File: config.mk
export PLATFORM = sky130hd
export DESIGN_NAME = aes128_cfb_stream_ctrl
export DESIGN_NICKNAME = d
export VERILOG_FILES = /design/src/rtl/aes128_cfb_pkg.sv /design/src/rtl/aes128_cfb_seg_mask.sv /design/src/rtl/aes128_cfb_stream_ctrl.sv
export SDC_FILE = /design/constraint.sdc
export NUM_CORES = 1
export LEC_CHECK = 0
export BUFFER_PORTS_ARGS = -buffer_cell sky130_fd_sc_hd__buf_2
export CAP_MARGIN = 20
export CORE_AREA = 2 2 418 420
export CTS_BUF_LIST = sky130_fd_sc_hd__clkbuf_8
export CTS_CLUSTER_SIZE = 30
export DETAILED_ROUTE_END_ITERATION = 16
export DIE_AREA = 0 0 420 422
export PLACE_DENSITY_LB_ADDON = 0.08
export SLEW_MARGIN = 5
export SYNTH_ARGS = -nofsm -noshare
export SYNTH_HDL_FRONTEND = slang
export SYNTH_HIERARCHICAL = 1
export SYNTH_SLANG_ARGS = --single-unit
File: constraint.sdc
create_clock -name clk -period 2.45 [get_ports clk]
set_clock_uncertainty 0.15 [all_clocks]
set_input_delay 0.3675 -clock clk [delete_from_list [all_inputs] [get_ports clk]]
set_output_delay 0.3675 -clock clk [all_outputs]
set_load 0.05 [all_outputs]
File: src/rtl/aes128_cfb_pkg.sv
// rtl/aes128_cfb_pkg.sv - shared types, constants and segment-mask helper for the CFB stream controller
package aes128_cfb_pkg;

    localparam int         SEG_ENC_MAX_DEFAULT = 7;
    localparam logic [3:0] CFB_MODE            = 4'd2;

    typedef enum logic [2:0] {
        ST_IDLE     = 3'd0,
        ST_ARM      = 3'd1,
        ST_WAIT_IN  = 3'd2,
        ST_ISSUE    = 3'd3,
        ST_WAIT_ENG = 3'd4,
        ST_OUT      = 3'd5
    } state_t;

    typedef struct packed {
        logic         decrypt;
        logic [2:0]   seg_len;
        logic [127:0] key;
        logic [127:0] iv;
    } cfg_t;

    // Code n selects the top 2**n bits of the 128-bit block.
    function automatic logic [127:0] seg_mask(input logic [2:0] code);
        return ~({128{1'b1}} >> (8'd1 << code));
    endfunction

endpackage

File: src/rtl/aes128_cfb_seg_mask.sv
// rtl/aes128_cfb_seg_mask.sv - combinational segment-length code to MSB-aligned bit mask
module aes128_cfb_seg_mask
    import aes128_cfb_pkg::*;
(
    input  logic [2:0]   code,
    output logic [127:0] mask
);

    assign mask = seg_mask(code);

endmodule

File: src/rtl/aes128_cfb_stream_ctrl.sv
// rtl/aes128_cfb_stream_ctrl.sv - sequences one CFB segment at a time through an external aes128 engine
module aes128_cfb_stream_ctrl
    import aes128_cfb_pkg::*;
#(
    parameter int SEG_ENC_MAX = SEG_ENC_MAX_DEFAULT
) (
    input  logic         clk,
    input  logic         rst_n,
    input  logic         start,
    input  logic         decrypt,
    input  logic [2:0]   seg_len,
    input  logic [127:0] key,
    input  logic [127:0] iv,
    input  logic         in_valid,
    output logic         in_ready,
    input  logic [127:0] in_seg,
    input  logic         in_last,
    output logic         out_valid,
    input  logic         out_ready,
    output logic [127:0] out_seg,
    output logic         out_last,
    output logic         eng_cipher_en,
    output logic         eng_decipher_en,
    output logic         eng_chain_en,
    output logic [127:0] eng_data_in,
    output logic [127:0] eng_key,
    output logic [127:0] eng_init_vector,
    output logic [3:0]   eng_mode,
    output logic [15:0]  eng_segment_len,
    input  logic [127:0] eng_data_out,
    input  logic         eng_ready,
    output logic         busy,
    output logic         err
);

    state_t       state_q;
    state_t       state_d;
    cfg_t         cfg_q;
    logic [127:0] data_q;
    logic [127:0] res_q;
    logic         last_q;
    logic         eng_ready_q;
    logic         err_q;
    logic [127:0] mask;
    logic         cfg_legal;
    logic         eng_rise;

    aes128_cfb_seg_mask u_seg_mask (
        .code (cfg_q.seg_len),
        .mask (mask)
    );

    assign cfg_legal = int'(seg_len) <= SEG_ENC_MAX;
    assign eng_rise  = eng_ready && !eng_ready_q;

    always_ff @(posedge clk or negedge rst_n) begin
        if (!rst_n) begin
            state_q <= ST_IDLE;
        end else begin
            state_q <= state_d;
        end
    end

    always_comb begin
        state_d = state_q;
        case (state_q)
            ST_IDLE:     if (start && cfg_legal) state_d = ST_ARM;
            ST_ARM:      state_d = ST_WAIT_IN;
            ST_WAIT_IN:  if (in_valid) state_d = ST_ISSUE;
            ST_ISSUE:    state_d = ST_WAIT_ENG;
            ST_WAIT_ENG: if (eng_rise) state_d = ST_OUT;
            ST_OUT:      if (out_ready) state_d = last_q ? ST_IDLE : ST_WAIT_IN;
            default:     state_d = ST_IDLE;
        endcase
    end

    always_comb begin
        busy            = 1'b0;
        in_ready        = 1'b0;
        out_valid       = 1'b0;
        out_last        = 1'b0;
        eng_cipher_en   = 1'b0;
        eng_decipher_en = 1'b0;
        eng_chain_en    = 1'b0;
        case (state_q)
            ST_ARM: begin
                busy = 1'b1;
            end
            ST_WAIT_IN: begin
                busy         = 1'b1;
                in_ready     = 1'b1;
                eng_chain_en = 1'b1;
            end
            ST_ISSUE: begin
                busy            = 1'b1;
                eng_chain_en    = 1'b1;
                eng_cipher_en   = !cfg_q.decrypt;
                eng_decipher_en = cfg_q.decrypt;
            end
            ST_WAIT_ENG: begin
                busy         = 1'b1;
                eng_chain_en = 1'b1;
            end
            ST_OUT: begin
                busy         = 1'b1;
                eng_chain_en = 1'b1;
                out_valid    = 1'b1;
                out_last     = last_q;
            end
            default: begin
                busy = 1'b0;
            end
        endcase
    end

    // Config, captured segment and result registers; the engine strobe is edge-detected here.
    always_ff @(posedge clk or negedge rst_n) begin
        if (!rst_n) begin
            cfg_q       <= '0;
            data_q      <= '0;
            res_q       <= '0;
            last_q      <= 1'b0;
            eng_ready_q <= 1'b0;
            err_q       <= 1'b0;
        end else begin
            eng_ready_q <= eng_ready;
            err_q       <= (state_q == ST_IDLE) && start && !cfg_legal;
            if ((state_q == ST_IDLE) && start && cfg_legal) begin
                cfg_q.decrypt <= decrypt;
                cfg_q.seg_len <= seg_len;
                cfg_q.key     <= key;
                cfg_q.iv      <= iv;
            end
            if ((state_q == ST_WAIT_IN) && in_valid) begin
                data_q <= in_seg & mask;
                last_q <= in_last;
            end
            if ((state_q == ST_WAIT_ENG) && eng_rise) begin
                res_q <= eng_data_out & mask;
            end
        end
    end

    assign out_seg         = res_q;
    assign err             = err_q;
    assign eng_data_in     = data_q;
    assign eng_key         = cfg_q.key;
    assign eng_init_vector = cfg_q.iv;
    assign eng_mode        = CFB_MODE;
    assign eng_segment_len = {13'd0, cfg_q.seg_len};

endmodule
; Word level (Yosys, flattened, before mapping)
; Cells that the tools add are included.
[word_totals]
ff_bits = 521
input_bits = 523
output_inout_bits = 540
wordCells = 46
[classes]
eq_ne = 9
shift = 2
muxes = 13
bitwise = 3
n_reduce_logical = 10
[ops]
columns = cell, count
row1 = $and 128x128->128, 2
row2 = $not 128->128, 1
row3 = $shr 128x8->128 const A, 1
row4 = $pmux 3 s6, 1
row5 = $mux 3, 4
row6 = $ne 2x2->1 const B, 4
row7 = $shl 1x3->8 const A, 1
row8 = $mux 1, 7
row9 = $eq 3x2->1 const B, 2
row10 = $eq 3x3->1 const B, 2
row11 = $reduce_or 5->1, 1
row12 = $logic_and 1x1->1, 4
row13 = $reduce_and 4->1, 1
row14 = $reduce_or 4->1, 1
row15 = $eq 3x1->1 const B, 1
row16 = $logic_not 3->1, 1
row17 = $logic_not 1->1, 2
row18 = $mux 2, 1

; Logic depth before layout (Yosys ltp)
[depth]
ltp_word = 4
ltp_mapped = 7
mapped_depth_nobuf = 3

; Cells and area by module
; The synthesis kept the hierarchy.
[by_module_without_submodules]
columns = mod, n_inst, cells_per_inst, area_per_inst_um2, seq_area_each_um2
row1 = aes128_cfb_stream_ctrl, 1, 1929, 22708.0, 13037.5
row2 = aes128_cfb_seg_mask, 1, 150, 1029.7, 0.0

; Worst setup path before layout
; No wires, ideal clock.
[synth_path]
kind = register to output
startpoint = reg state_q[0]
endpoint = out out_last
arrival_time_ns = 1.947
required_ns = 1.933
slack_ns = -0.015
stages_incl_launch_ff = 5
path_buffers = 1
cell_sequence = dfrtp_1 clkbuf_1 inv_1 nor2_1 and2_1
[synth_via]
elab_chain_cells = 2
[synth_lines]
columns = element, line
row1 = "start, declared", aes128_cfb_stream_ctrl.sv:36  ; state_t state_q;
row2 = "start signal, assigned", aes128_cfb_stream_ctrl.sv:60  ; state_q <= state_d;
row3 = $eq 3x3->1, aes128_cfb_stream_ctrl.sv:85  ; case (state_q)
row4 = $mux 1, aes128_cfb_stream_ctrl.sv:85
row5 = "end, declared", aes128_cfb_stream_ctrl.sv:21  ; output logic out_last,
; No other way between the ends.

; Worst setup path after layout
[layout_path]
startpoint = reg state_q[1]
endpoint = out out_last
; Same word-level chain as after synthesis.

==> flow_summary.json <==
{
  "dp_hpwl_mm": 81.1,
  "cts_tree": "built",
  "status": "finished clean",
  "drv_slew": 0,
  "clockBufferDepth": 3,
  "r2r_start": "state_q[2]$_DFFE_PN0P_",
  "io_buffers": 1044,
  "grt_busiest_layer": "met2",
  "hold_path_startpoint": "iv[91]",
  "multi_input_area_mm2": 0.00704,
  "p_total_mw": 55.6,
  "power-per-cell-area_mw_per_mm2": 1400,
  "yosys-top-cells-count": "dfrtp_1 (521), nand2_1 (388), buf_4 (366)",
  "root_buffer": "clkbuf_8",
  "grt.total_usage_pct": 12.2,
  "async_flop_share_pct": 100,
  "timing.fmax_mhz": 413,
  "grt_setup_unrepaired": "true",
  "initial_core_util_pct": 13.7,
  "fill_cells": 19000,
  "via_per_inst": 3.29,
  "cp_data_arrival_time_ns": 1.90,
  "drc": 0,
  "use_met3_pct": 4.18,
  "use_met1_pct": 13.1,
  "final.period_utilization_pct": 98.7,
  "path_max_fanout": 7,
  "hold_path.class": "in -> reg",
  "grt_max_degree": 69,
  "totalWireLength_mm": 110,
  "num_rows": 153,
  "first_pass_iters": 4,
  "crit_path_start_kind": "flop",
  "startpoint": "state_q[1]$_DFFE_PN0P_",
  "grt_pass1_wl_mm": 159,
  "gp_congestion": 0.736,
  "ys.flop_type": "dfrtp_1",
  "ant_nets": 0,
  "drive_gt1_share_pct": 41.7,
  "p_leak_nw": 18.7,
  "vias": 19900,
  "nets": 4174,
  "pre_cts_ws_ns": 0.0993,
  "max-vdd-ir-drop_mv": 0.548,
  "synth_area_leaders": "dfrtp_1 (55%), buf_4 (12%), mux2_2 (11%)",
  "clkTransAtPathRegs_ns": 0.06,
  "setup-violations-final": 0,
  "grt_util_met2_pct": 22.5,
  "cts_sinks": 521,
  "ys_ff_latch": 521,
  "insertion_delay_ns": 0.85,
  "regArea_mm2": 0.0130,
  "htree_levels": 3,
  "setup_tns_ns": 0,
  "synth_cell_type_count": 31,
  "die_h_um": 422,
  "layout_setup_ws_ns": 0.0313,
  "hold_viol": 0,
  "synth-seq-area-share_pct": 54.9,
  "die_area_mm2": 0.177,
  "cts_made_buffers": 116,
  "io_pins": 1063,
  "antenna_found_initial": 14,
  "synth_area_per_cell_um2": 11.4,
  "critPathRequiredTime_ns": 1.93,
  "overflow": 0,
  "yosysMostFrequentCell": "dfrtp_1",
  "synth_top_cell_by_area": "dfrtp_1",
  "area_growth_pct": 66.9,
  "utilization_pct": 22.9,
  "max_cap_violations": 0,
  "first_global_vias": 22300,
  "drt_iter0_drc": 511,
  "syn_inst": 2079,
  "end_kind": "output port",
  "wl_per_cell_um": 18.2,
  "crit_type": "reg -> out",
  "die_w_um": 420,
  "core_area_mm2": 0.173,
  "synth_edf_count": 0,
  "synth_top_area_share_pct": 54.9,
  "synth_warnings": 6,
  "period_minus_slack_ns": 2.42,
  "syn_area_mm2": 0.0237
}
## what timing repair did
action	4_1_cts	5_1_grt
pin swaps	3	2
hold buffers	727	0
buffers inserted	21	5
resized for setup	38	10
gates cloned	2	0
endpoints found under the setup margin	10	78
hold endpoints to repair	1042	0
## routing by layer
layer	vias to the layer above	part of all wire (%)
met5	-	0.0063
met4	2	2.5
met3	161	7.7
met2	654	52
met1	9563	38
li1	9566	-
## cell families after synthesis
kind of cell,count (synthesis),share of synthesized area [%]
AOI/OAI and AO/OA,154,3.48
buffers and inverters,565,16.0
DFF,521,54.9
muxes,389,17.8
other,3,0.0474
and+or+nand+nor,447,7.80
## layout make-up
class | count | area share [%]
diodes | 10 | 0.0631
well taps | 2325 | 7.34
multi-input cells | 1009 | 17.8
clock buffers | 140 | 4.86
inverters | 130 | 1.23
repair buffers | 1873 | 34.9
flip-flops and latches | 521 | 32.9
clock inverters | 63 | 0.906
## cell usage in the layout, fill, tap and decap left out, types with 2 or more instances in the layout
master,netlist,layout
a21o_1,6,6
and2_4,0,2
and3_1,43,42
buf_12,13,33
buf_2,37,1033
buf_4,366,64
buf_6,5,12
buf_8,0,2
bufbuf_16,0,2
bufinv_16,0,3
clkbuf_8,0,140
clkinv_2,0,4
clkinvlp_4,0,3
conb_1,3,19
dfrtp_1,521,518
dfrtp_2,0,2
diode_2,0,10
dlygate4sd3_1,0,726
inv_1,130,179
inv_8,0,3
mux2_1,22,22
mux2_2,239,239
mux2i_1,128,128
nand2_1,388,386
nand2_2,0,2
nor2_4,0,2
nor4b_4,1,2
o21a_1,15,15
o21ai_0,130,130
## worst max-delay path, cell delays in order (launching register included)
cell and delay (ns):
dfrtp_1 0.38, buf_6 0.13, nand2b_4 0.15, nor2_4 0.10, and2_4 0.16, buf_12 0.13
## flip-flops by register name (all words and copies together) (netlist names)
name / count
eng_init_vector: 128
out_seg: 128
cfg_q: 1
state_q: 3
eng_ready_q: 1
last_q: 1
eng_data_in: 128
eng_segment_len: 3
eng_key: 128
## path summary, 6_finish.rpt
path	cells after the start	to	slack, ns
worst max-delay path	5	out_last	0.03
worst min-delay path	3	eng_init_vector[91]$_DFFE_PN0P_	0.15
worst max register to register	16	state_q[2]$_DFFE_PN0P_	0.06
worst min register to register	2	eng_data_in[101]$_DFFE_PN0P_	0.32
max in group asynchronous	3	out_seg[6]$_DFFE_PN0P_	1.50
min in group asynchronous	3	eng_data_in[81]$_DFFE_PN0P_	0.17
## report_power, final
| part | switching, mW | total [mW] | internal, mW |
|---|---|---|---|
| Combinational | 22.4 | 30.8 | 8.39 |
| Sequential | 2.13 | 14.8 | 12.6 |
| Clock | 4.57 | 9.99 | 5.42 |
| Total | 29.1 | 55.6 | 26.5 |
## per-stage QoR
| stage | instance area (um2) | cells | hold slack [ns] |
|---|---|---|---|
| after floorplan | 23800 | 2095 | -0.0781 |
| after global placement | 29600 | 5105 | 0.192 |
| after detailed placement | 29600 | 5105 | 0.191 |
| after CTS | 39500 | 6058 | 0.0000931 |
| after global routing | 39600 | 6068 | 0.0292 |
| final | 39600 | 6071 | 0.149 |
No activity file was read; power rests on OpenSTA's default activity.
